`src/rtl/risc_fetch_queue_if.sv`:
```
// Fetch-queue bus bundle: instruction-memory port, decode handshake and redirect.
// master is the fetch unit, slave is the memory/decode/branch side.
interface risc_fetch_queue_if #(
    parameter int AW = 30,
    parameter int IW = 32
);
    logic          IREQ;
    logic [AW-1:0] IADDR;
    logic [IW-1:0] INSTR;
    logic          OUT_VALID;
    logic          OUT_READY;
    logic [IW-1:0] OUT_INSTR;
    logic [AW-1:0] OUT_PC;
    logic          REDIR_VALID;
    logic [AW-1:0] REDIR_ADDR;

    modport master (
        output IREQ, IADDR, OUT_VALID, OUT_INSTR, OUT_PC,
        input  INSTR, OUT_READY, REDIR_VALID, REDIR_ADDR
    );

    modport slave (
        input  IREQ, IADDR, OUT_VALID, OUT_INSTR, OUT_PC,
        output INSTR, OUT_READY, REDIR_VALID, REDIR_ADDR
    );
endinterface

```
`src/rtl/risc_fetch_queue.sv`:
```
// Instruction-fetch front end: owns the fetch PC, issues memory requests
// under credit control and buffers returned words in a prefetch queue.
module risc_fetch_queue #(
    parameter int            AW         = 30,
    parameter int            IW         = 32,
    parameter int            DEPTH      = 4,
    parameter int            IMEM_LAT   = 1,
    parameter logic [AW-1:0] RESET_ADDR = '0
) (
    input  logic CLK,
    input  logic RSTN,
    risc_fetch_queue_if.master bus
);
    localparam int CW = $clog2(DEPTH + 1);
    localparam int PW = $clog2(DEPTH);

    logic          run;
    logic [AW-1:0] fetch_pc;
    logic [CW-1:0] count;
    logic [CW-1:0] inflight;
    logic [PW-1:0] rptr;
    logic [PW-1:0] wptr;
    logic [IW-1:0] q_instr [DEPTH];
    logic [AW-1:0] q_pc    [DEPTH];
    logic          fl_v    [IMEM_LAT];
    logic [AW-1:0] fl_pc   [IMEM_LAT];

    logic          redir;
    logic          issue;
    logic          push;
    logic          pop;
    logic          out_valid;
    logic [CW:0]   used;

    function automatic logic [PW-1:0] wrap_inc(input logic [PW-1:0] p);
        return (p == PW'(DEPTH - 1)) ? '0 : p + PW'(1);
    endfunction

    // Credits cover both buffered and in-flight words, so the queue never overflows.
    assign redir     = bus.REDIR_VALID;
    assign used      = {1'b0, count} + {1'b0, inflight};
    assign issue     = run & ~redir & (used < (CW + 1)'(DEPTH));
    assign push      = fl_v[IMEM_LAT-1];
    assign out_valid = (count != '0);
    assign pop       = out_valid & bus.OUT_READY;

    assign bus.IREQ      = issue;
    assign bus.IADDR     = fetch_pc;
    assign bus.OUT_VALID = out_valid;
    assign bus.OUT_INSTR = q_instr[rptr];
    assign bus.OUT_PC    = q_pc[rptr];

    always_ff @(posedge CLK or negedge RSTN) begin
        if (!RSTN) begin
            run      <= 1'b0;
            fetch_pc <= RESET_ADDR;
            count    <= '0;
            inflight <= '0;
            rptr     <= '0;
            wptr     <= '0;
            for (int i = 0; i < DEPTH; i++) begin
                q_instr[i] <= '0;
                q_pc[i]    <= '0;
            end
            for (int i = 0; i < IMEM_LAT; i++) begin
                fl_v[i]  <= 1'b0;
                fl_pc[i] <= '0;
            end
        end else begin
            run      <= 1'b1;
            fl_v[0]  <= issue;
            fl_pc[0] <= fetch_pc;
            for (int i = 1; i < IMEM_LAT; i++) begin
                fl_v[i]  <= fl_v[i-1];
                fl_pc[i] <= fl_pc[i-1];
            end
            if (redir) begin
                // Late responses are killed by clearing their valid bits.
                fetch_pc <= bus.REDIR_ADDR;
                count    <= '0;
                inflight <= '0;
                rptr     <= '0;
                wptr     <= '0;
                for (int i = 0; i < IMEM_LAT; i++) begin
                    fl_v[i] <= 1'b0;
                end
            end else begin
                if (issue) begin
                    fetch_pc <= fetch_pc + AW'(1);
                end
                count    <= count + CW'(push) - CW'(pop);
                inflight <= inflight + CW'(issue) - CW'(push);
                if (push) begin
                    q_instr[wptr] <= bus.INSTR;
                    q_pc[wptr]    <= fl_pc[IMEM_LAT-1];
                    wptr          <= wrap_inc(wptr);
                end
                if (pop) begin
                    rptr <= wrap_inc(rptr);
                end
            end
        end
    end
endmodule

```
`src/flat_wrapper.sv`:
```
// flat-port wrapper written by rule: the top's interface ports become plain ports
module risc_fetch_queue_flat 
#(
    parameter int            AW         = 30,
    parameter int            IW         = 32,
    parameter int            DEPTH      = 4,
    parameter int            IMEM_LAT   = 1,
    parameter logic [AW-1:0] RESET_ADDR = '0
)
  (CLK, RSTN, bus_IREQ, bus_IADDR, bus_OUT_VALID, bus_OUT_INSTR, bus_OUT_PC, bus_INSTR, bus_OUT_READY, bus_REDIR_VALID, bus_REDIR_ADDR);
  risc_fetch_queue_if #(.AW(AW), .IW(IW)) bus_i ();
  input  logic CLK;
  input  logic RSTN;
  output wire logic [$bits(bus_i.IREQ)-1:0] bus_IREQ;
  output wire logic [$bits(bus_i.IADDR)-1:0] bus_IADDR;
  output wire logic [$bits(bus_i.OUT_VALID)-1:0] bus_OUT_VALID;
  output wire logic [$bits(bus_i.OUT_INSTR)-1:0] bus_OUT_INSTR;
  output wire logic [$bits(bus_i.OUT_PC)-1:0] bus_OUT_PC;
  input wire logic [$bits(bus_i.INSTR)-1:0] bus_INSTR;
  input wire logic [$bits(bus_i.OUT_READY)-1:0] bus_OUT_READY;
  input wire logic [$bits(bus_i.REDIR_VALID)-1:0] bus_REDIR_VALID;
  input wire logic [$bits(bus_i.REDIR_ADDR)-1:0] bus_REDIR_ADDR;
  assign bus_IREQ = bus_i.IREQ;
  assign bus_IADDR = bus_i.IADDR;
  assign bus_OUT_VALID = bus_i.OUT_VALID;
  assign bus_OUT_INSTR = bus_i.OUT_INSTR;
  assign bus_OUT_PC = bus_i.OUT_PC;
  assign bus_i.INSTR = bus_INSTR;
  assign bus_i.OUT_READY = bus_OUT_READY;
  assign bus_i.REDIR_VALID = bus_REDIR_VALID;
  assign bus_i.REDIR_ADDR = bus_REDIR_ADDR;
  risc_fetch_queue #(.AW(AW), .IW(IW), .DEPTH(DEPTH), .IMEM_LAT(IMEM_LAT), .RESET_ADDR(RESET_ADDR)) u_core (.CLK(CLK), .RSTN(RSTN), .bus(bus_i));
endmodule
```
`config.mk`:
```
export PLATFORM = sky130hd
export DESIGN_NAME = risc_fetch_queue_flat
export DESIGN_NICKNAME = d
export VERILOG_FILES = /design/src/rtl/risc_fetch_queue_if.sv /design/src/rtl/risc_fetch_queue.sv /design/src/flat_wrapper.sv
export SDC_FILE = /design/constraint.sdc
export NUM_CORES = 1
export LEC_CHECK = 0
export ABC_CLOCK_PERIOD_IN_PS = 6700
export BUFFER_PORTS_ARGS = -buffer_cell sky130_fd_sc_hd__buf_2
export CAP_MARGIN = 20
export CELL_PAD_IN_SITES_DETAIL_PLACEMENT = 1
export CELL_PAD_IN_SITES_GLOBAL_PLACEMENT = 2
export CORE_ASPECT_RATIO = 0.9
export CORE_MARGIN = 1.5
export CORE_UTILIZATION = 45
export CTS_CLUSTER_SIZE = 30
export DETAILED_ROUTE_END_ITERATION = 8
export GPL_ROUTABILITY_DRIVEN = 0
export HOLD_SLACK_MARGIN = 0.05
export PLACE_DENSITY_LB_ADDON = 0.1
export SLEW_MARGIN = 20
export SYNTH_ARGS = -nofsm -noshare
export SYNTH_HDL_FRONTEND = slang
export SYNTH_SLANG_ARGS = --single-unit
```
`constraint.sdc`:
```
create_clock -name CLK -period 6.7 [get_ports CLK]
set_clock_uncertainty 0.1 [all_clocks]
set_input_delay 1.34 -clock CLK [delete_from_list [all_inputs] [get_ports CLK]]
set_output_delay 1.34 -clock CLK [all_outputs]
set_load 0.02 [all_outputs]
```
# Word-level counts from Yosys, hierarchy flattened
# Cells that the tools add are included.
[totals]
regBits = 320
latch_bits = 0
mem_bits_rw = 0
mem_bits_ro = 0
input_bits = 66
memories = 0
[op_classes]
n_addsub = 8
n_mul = 0
div = 0
n_lt_le_gt_ge = 4
n_eq_ne = 2
shifts = 0
muxes = 23
bitwise_logic = 6
reduce_logical = 6
[ops]
columns = ["op", "count"]
rows = [
  ["$mux W30", 5],
  ["$bwmux W128", 1],
  ["$bwmux W120", 1],
  ["$mux W32", 3],
  ["$bmux W32 S2", 1],
  ["$demux W32 S2", 1],
  ["$bmux W30 S2", 1],
  ["$demux W30 S2", 1],
  ["$add A30 B1 Y30 const B", 1],
  ["$mux W2", 6],
  ["$add A3 B1 Y3", 2],
  ["$ge A3 B3 Y1 const B", 2],
  ["$mux W3", 2],
  ["$not A2 Y3", 2],
  ["$reduce_bool A2 Y1", 3],
  ["$sub A3 B1 Y3", 2],
  ["$add A2 B1 Y2 const B", 2],
  ["$add A3 B3 Y4", 1],
  ["$eq A2 B2 Y1 const B", 2],
  ["$lt A4 B3 Y1 const B", 1],
  ["$and A1 B1 Y1", 3],
  ["$lt A3 B1 Y1 const B", 1],
  ["$reduce_bool A3 Y1", 1],
  ["$reduce_and A2 Y1", 1],
  ["3 further kinds", 3],
]

# Depth between registers and ports, before layout
[logic_depth]
depth_word = 6
depth_mapped = 12
ltp_nobuf = 10

# Worst setup path after synthesis
# OpenSTA, ideal clock, no wires.
[synth_timing]
kind = "in2out"
from = "input port bus_REDIR_VALID"
to = "output port bus_IREQ"
t_arrival_ns = 2.148
t_required_ns = 5.260
setup_slack_ns = 3.112
cell_stages = 4
path_buffers = 2
path_cell_list = "nand3b_1 inv_1 buf_2 buf_1"
[synth_via]
elab_chain_cells = 3
[synth_rtl]
columns = ["item", "line_no", "text"]
rows = [
  ["start: declaration", "flat_wrapper.sv:21", "input wire logic [$bits(bus_i.REDIR_VALID)-1:0] bus_REDIR_VALID;"],
  ["$not A1 Y1 (no source line)", "n/a", ""],
  ["$and A1 B1 Y1 (2 in a row)", "risc_fetch_queue.sv:42", "assign issue = run & ~redir & (used < (CW + 1)'(DEPTH));"],
  ["end: declaration", "flat_wrapper.sv:14", "output wire logic [$bits(bus_i.IREQ)-1:0] bus_IREQ;"],
]
# No other way between the ends.

# Worst setup path in the final report
[layout_timing]
from = "register u_core.rptr[0]"
to = "output port bus_OUT_INSTR[21]"
[layout_via]
elab_chain_cells = 4
[layout_rtl]
columns = ["item", "line_no", "text"]
rows = [
  ["start: declaration", "risc_fetch_queue.sv:21", "logic [PW-1:0] rptr;"],
  ["start signal: assignment", "risc_fetch_queue.sv:99", "rptr <= wrap_inc(rptr);"],
  ["$not A2 Y3 (not written as such)", "risc_fetch_queue.sv:50", "assign bus.OUT_INSTR = q_instr[rptr];"],
  ["$bmux W32 S2", "risc_fetch_queue.sv:50", ""],
  ["$mux W32 (not written as such) (2 in a row)", "risc_fetch_queue.sv:50", ""],
  ["end: declaration", "flat_wrapper.sv:17", "output wire logic [$bits(bus_i.OUT_INSTR)-1:0] bus_OUT_INSTR;"],
]
# No other way between the ends. The select of a mux whose other input is x is not followed.

==> out/qor.txt <==
Post-route ant nets = 0
CP Max Fanout = 42
Setup TNS = 0 ns
Synthesis Warnings = 0
Worst hold path type = flop to flop
CTS Root Buffer Type = clkbuf_16
Worst IR Drop VDD = 196 µV
DRC = 0
Worst reg2reg endpoint = u_core.bus.IADDR[25]
Multiplexer share of the synthesized area = 0.307
Clock buffer depth = 3
Antenna violations before repair = 0
Final layout net count = 1145
Tcrit/Tclk final = 0.648
Vias = 8283
Dominant synthesized flop cell = dfrtp_1
Share of flip-flops with an asynchronous set or reset = 1.00
Iteration-0 DRC Markers = 300
Row cnt = 60
Syn-to-layout area delta = 17.0%
Worst skew pair latency = 0.51 ns
CTS tree = built
R2r setup slk = 3.74 ns
Max Cap Viol = 0
Post-synthesis xor/xnor area fraction = 0.00251
Post-Synthesis Cell Area = 13900 µm²
Vias in the first global route = 9174
Die ar. = 32100 µm²
Die Ht = 170 µm
R2R Path Start = u_core.count[2]
Fmax = 230 MHz
Final hold vios = 0
Post-Synth Adder-Cell Area = 0.0136
CTS resizes = 0
First-pass GRT wire length = 51600 µm
Synth Area in Compound Gates = 0.0303
Worst Tran Pin Value = 1.09 ns
Die Width = 189 µm
Syn_area_per_cell = 15.2 µm²
Setup crit end kind = output port
Post-synthesis simple-gate area fraction = 0.0491
EDFF count, synth = 0
WP data required = 5.26 ns
Cells after Synth = 916
Post-synth top area share = 0.574
Outcome = finished, final reports clean
Cts hold-fix bufs = 0
Num CTS Buffers = 35
CP startpoint kind = flop
Slew Limit Fails = 0
Synth Net Count = 996
Hold Crit Depth = 0
Critical path class = flop to output port
Ratio of cells with drive above 1 in the final layout = 0.499
Largest net degree at the start of global routing = 138
Distinct cells, synth = 55
CP Capture Point = bus_OUT_INSTR[21]
Min Hold Slack = 0.387 ns
CP Launch Point = u_core.rptr[0]
CTS sink count = 320
Worst-path clk slew = 0.06 ns
RSZ-0062 raised after global routing = false
Total global-route track usage = 0.204
H-tree Lvls = 2
WP data arrival = 2.90 ns
Yosys reg bits = 320
Sequential share of the synthesized area = 0.574
R2R depth = 8
Hpwl dp = 18800 µm
Drt wl/cell = 21.1 µm
Area contributors post-synth = dfrtp_1, mux2_2, mux4_2
Vias/cell = 5.54
Main combinational cell family by area after synthesis = multiplexers
Post-CTS setup buffers = 0
Initial Utilization = 0.462
Minimum clock period = 4.34 ns
Core area = 30200 µm²
Final setup fails = 0
Power Dens Cells = 411 nW/µm²
Slew HR = 0.273
Ports = 160
GR Overflow Total = 0
Cell accounting for the most synthesized area = dfrtp_1
Lkg Pwr = 7.83 nW
Drt total wl = 31500 µm
Drt pass-1 iters = 4
Port buffer count = 159
registers in the layout, summed over array words and instances (netlist names), 2 cells and up:
name,count
u_core.bus.IADDR,30
u_core.count,3
u_core.fl_pc,30
u_core.inflight,3
u_core.q_instr,128
u_core.q_pc,120
u_core.rptr,2
u_core.wptr,2
cell usage in the layout (no fill, tap or decap), types with 3 or more instances in the layout:
cell,count
dfrtp_1,318
mux2_2,248
buf_2,158
mux4_2,62
clkbuf_16,37
nand2_1,32
nor2_1,24
nand3_1,20
inv_1,18
o21ai_0,17
ha_1,12
clkbuf_1,10
a221o_1,9
a21oi_1,8
clkbuf_8,8
mux2i_1,7
nor3_1,7
nand4_1,7
nor2b_1,6
a31oi_1,5
o311ai_0,5
buf_4,5
nand2_4,4
bufinv_16,4
clkinv_2,4
and3_1,3
nand2b_1,3
a32oi_1,3
o21ai_1,3
nor4_1,3
critical path: stages, from the launching register on:
cell and delay, ns:
dfrtp_4 1.02, buf_4 0.58, mux4_2 0.58, buf_2 0.19
worst min path at each step:
stage / slack (ns) / startpoint / endpoint
floorplan: 0.37 / u_core.q_instr[32] / u_core.q_instr[32]
global placement: 0.37 / u_core.bus.IADDR[20] / u_core.fl_pc[20]
detailed placement: 0.38 / u_core.bus.IADDR[20] / u_core.fl_pc[20]
CTS: 0.40 / u_core.bus.IADDR[24] / u_core.fl_pc[24]
global route: 0.40 / u_core.bus.IADDR[24] / u_core.fl_pc[24]
finish: 0.39 / u_core.bus.IADDR[24] / u_core.fl_pc[24]
cells in the mapped netlist, types with 3 or more instances:
library cell  instances
dfrtp_1             320
mux2_2              248
mux4_2               62
nand2_1              36
buf_2                33
nor2_1               24
nand3_1              20
inv_1                18
o21ai_0              17
clkbuf_1             14
ha_1                 12
a221o_1               9
a21oi_1               8
mux2i_1               7
nand4_1               7
nor3_1                7
nor2b_1               6
a31oi_1               5
o311ai_0              5
buf_1                 4
a32oi_1               3
and3_1                3
nand2b_1              3
nor4_1                3
o21ai_1               3
layout make-up:
cell class	instances	area [µm²]
fillers	2934	13900
flip-flops and latches	320	8020
multi-input cells	525	5650
clock buffers	55	1070
repair buffers	165	863
well taps	403	504
clock inverters	8	140
inverters	18	67.6
diodes	1	2.50
routing by layer:
layer / global-route usage / share of wire / vias to the layer above
met5: 0 / 0 / -
met4: 0.0493 / 0.016 / 0
met3: 0.0289 / 0.035 / 45
met2: 0.331 / 0.47 / 168
met1: 0.294 / 0.48 / 4378
li1: - / - / 3692
where the power goes:
part,leakage (nW),total (mW),switching [mW],internal [mW]
clock network,0.597,2.01,0.761,1.25
logic,3.06,1.87,0.917,0.953
registers,4.17,2.82,0.402,2.42
total,7.83,6.70,2.08,4.62
kinds of logic (layout without fill, tap and decap cells):
group / Yosys count / in the layout
DFF: 320 / 320
muxes: 319 / 319
and+or+nand+nor: 126 / 126
buffers and inverters: 71 / 246
AOI/OAI and AO/OA: 61 / 61
adders and majority gates: 14 / 14
xor gates and xnor gates: 4 / 4
other: 1 / 2
stage by stage:
step / worst slack, ns / utilization / cell area [µm²] / power, mW / instances
final: 2.36 / 0.541 / 16300 / 6.70 / 1495
after global routing: 2.10 / 0.541 / 16300 / 7.06 / 1494
after global placement: 2.62 / 0.500 / 15100 / 4.69 / 1431
after CTS: 2.22 / 0.541 / 16300 / 6.80 / 1494
after floorplan: 3.11 / - / 13900 / 4.08 / 916
after detailed placement: 2.62 / 0.500 / 15100 / 4.75 / 1431
Note: power is estimated with default switching activity, not from simulation.
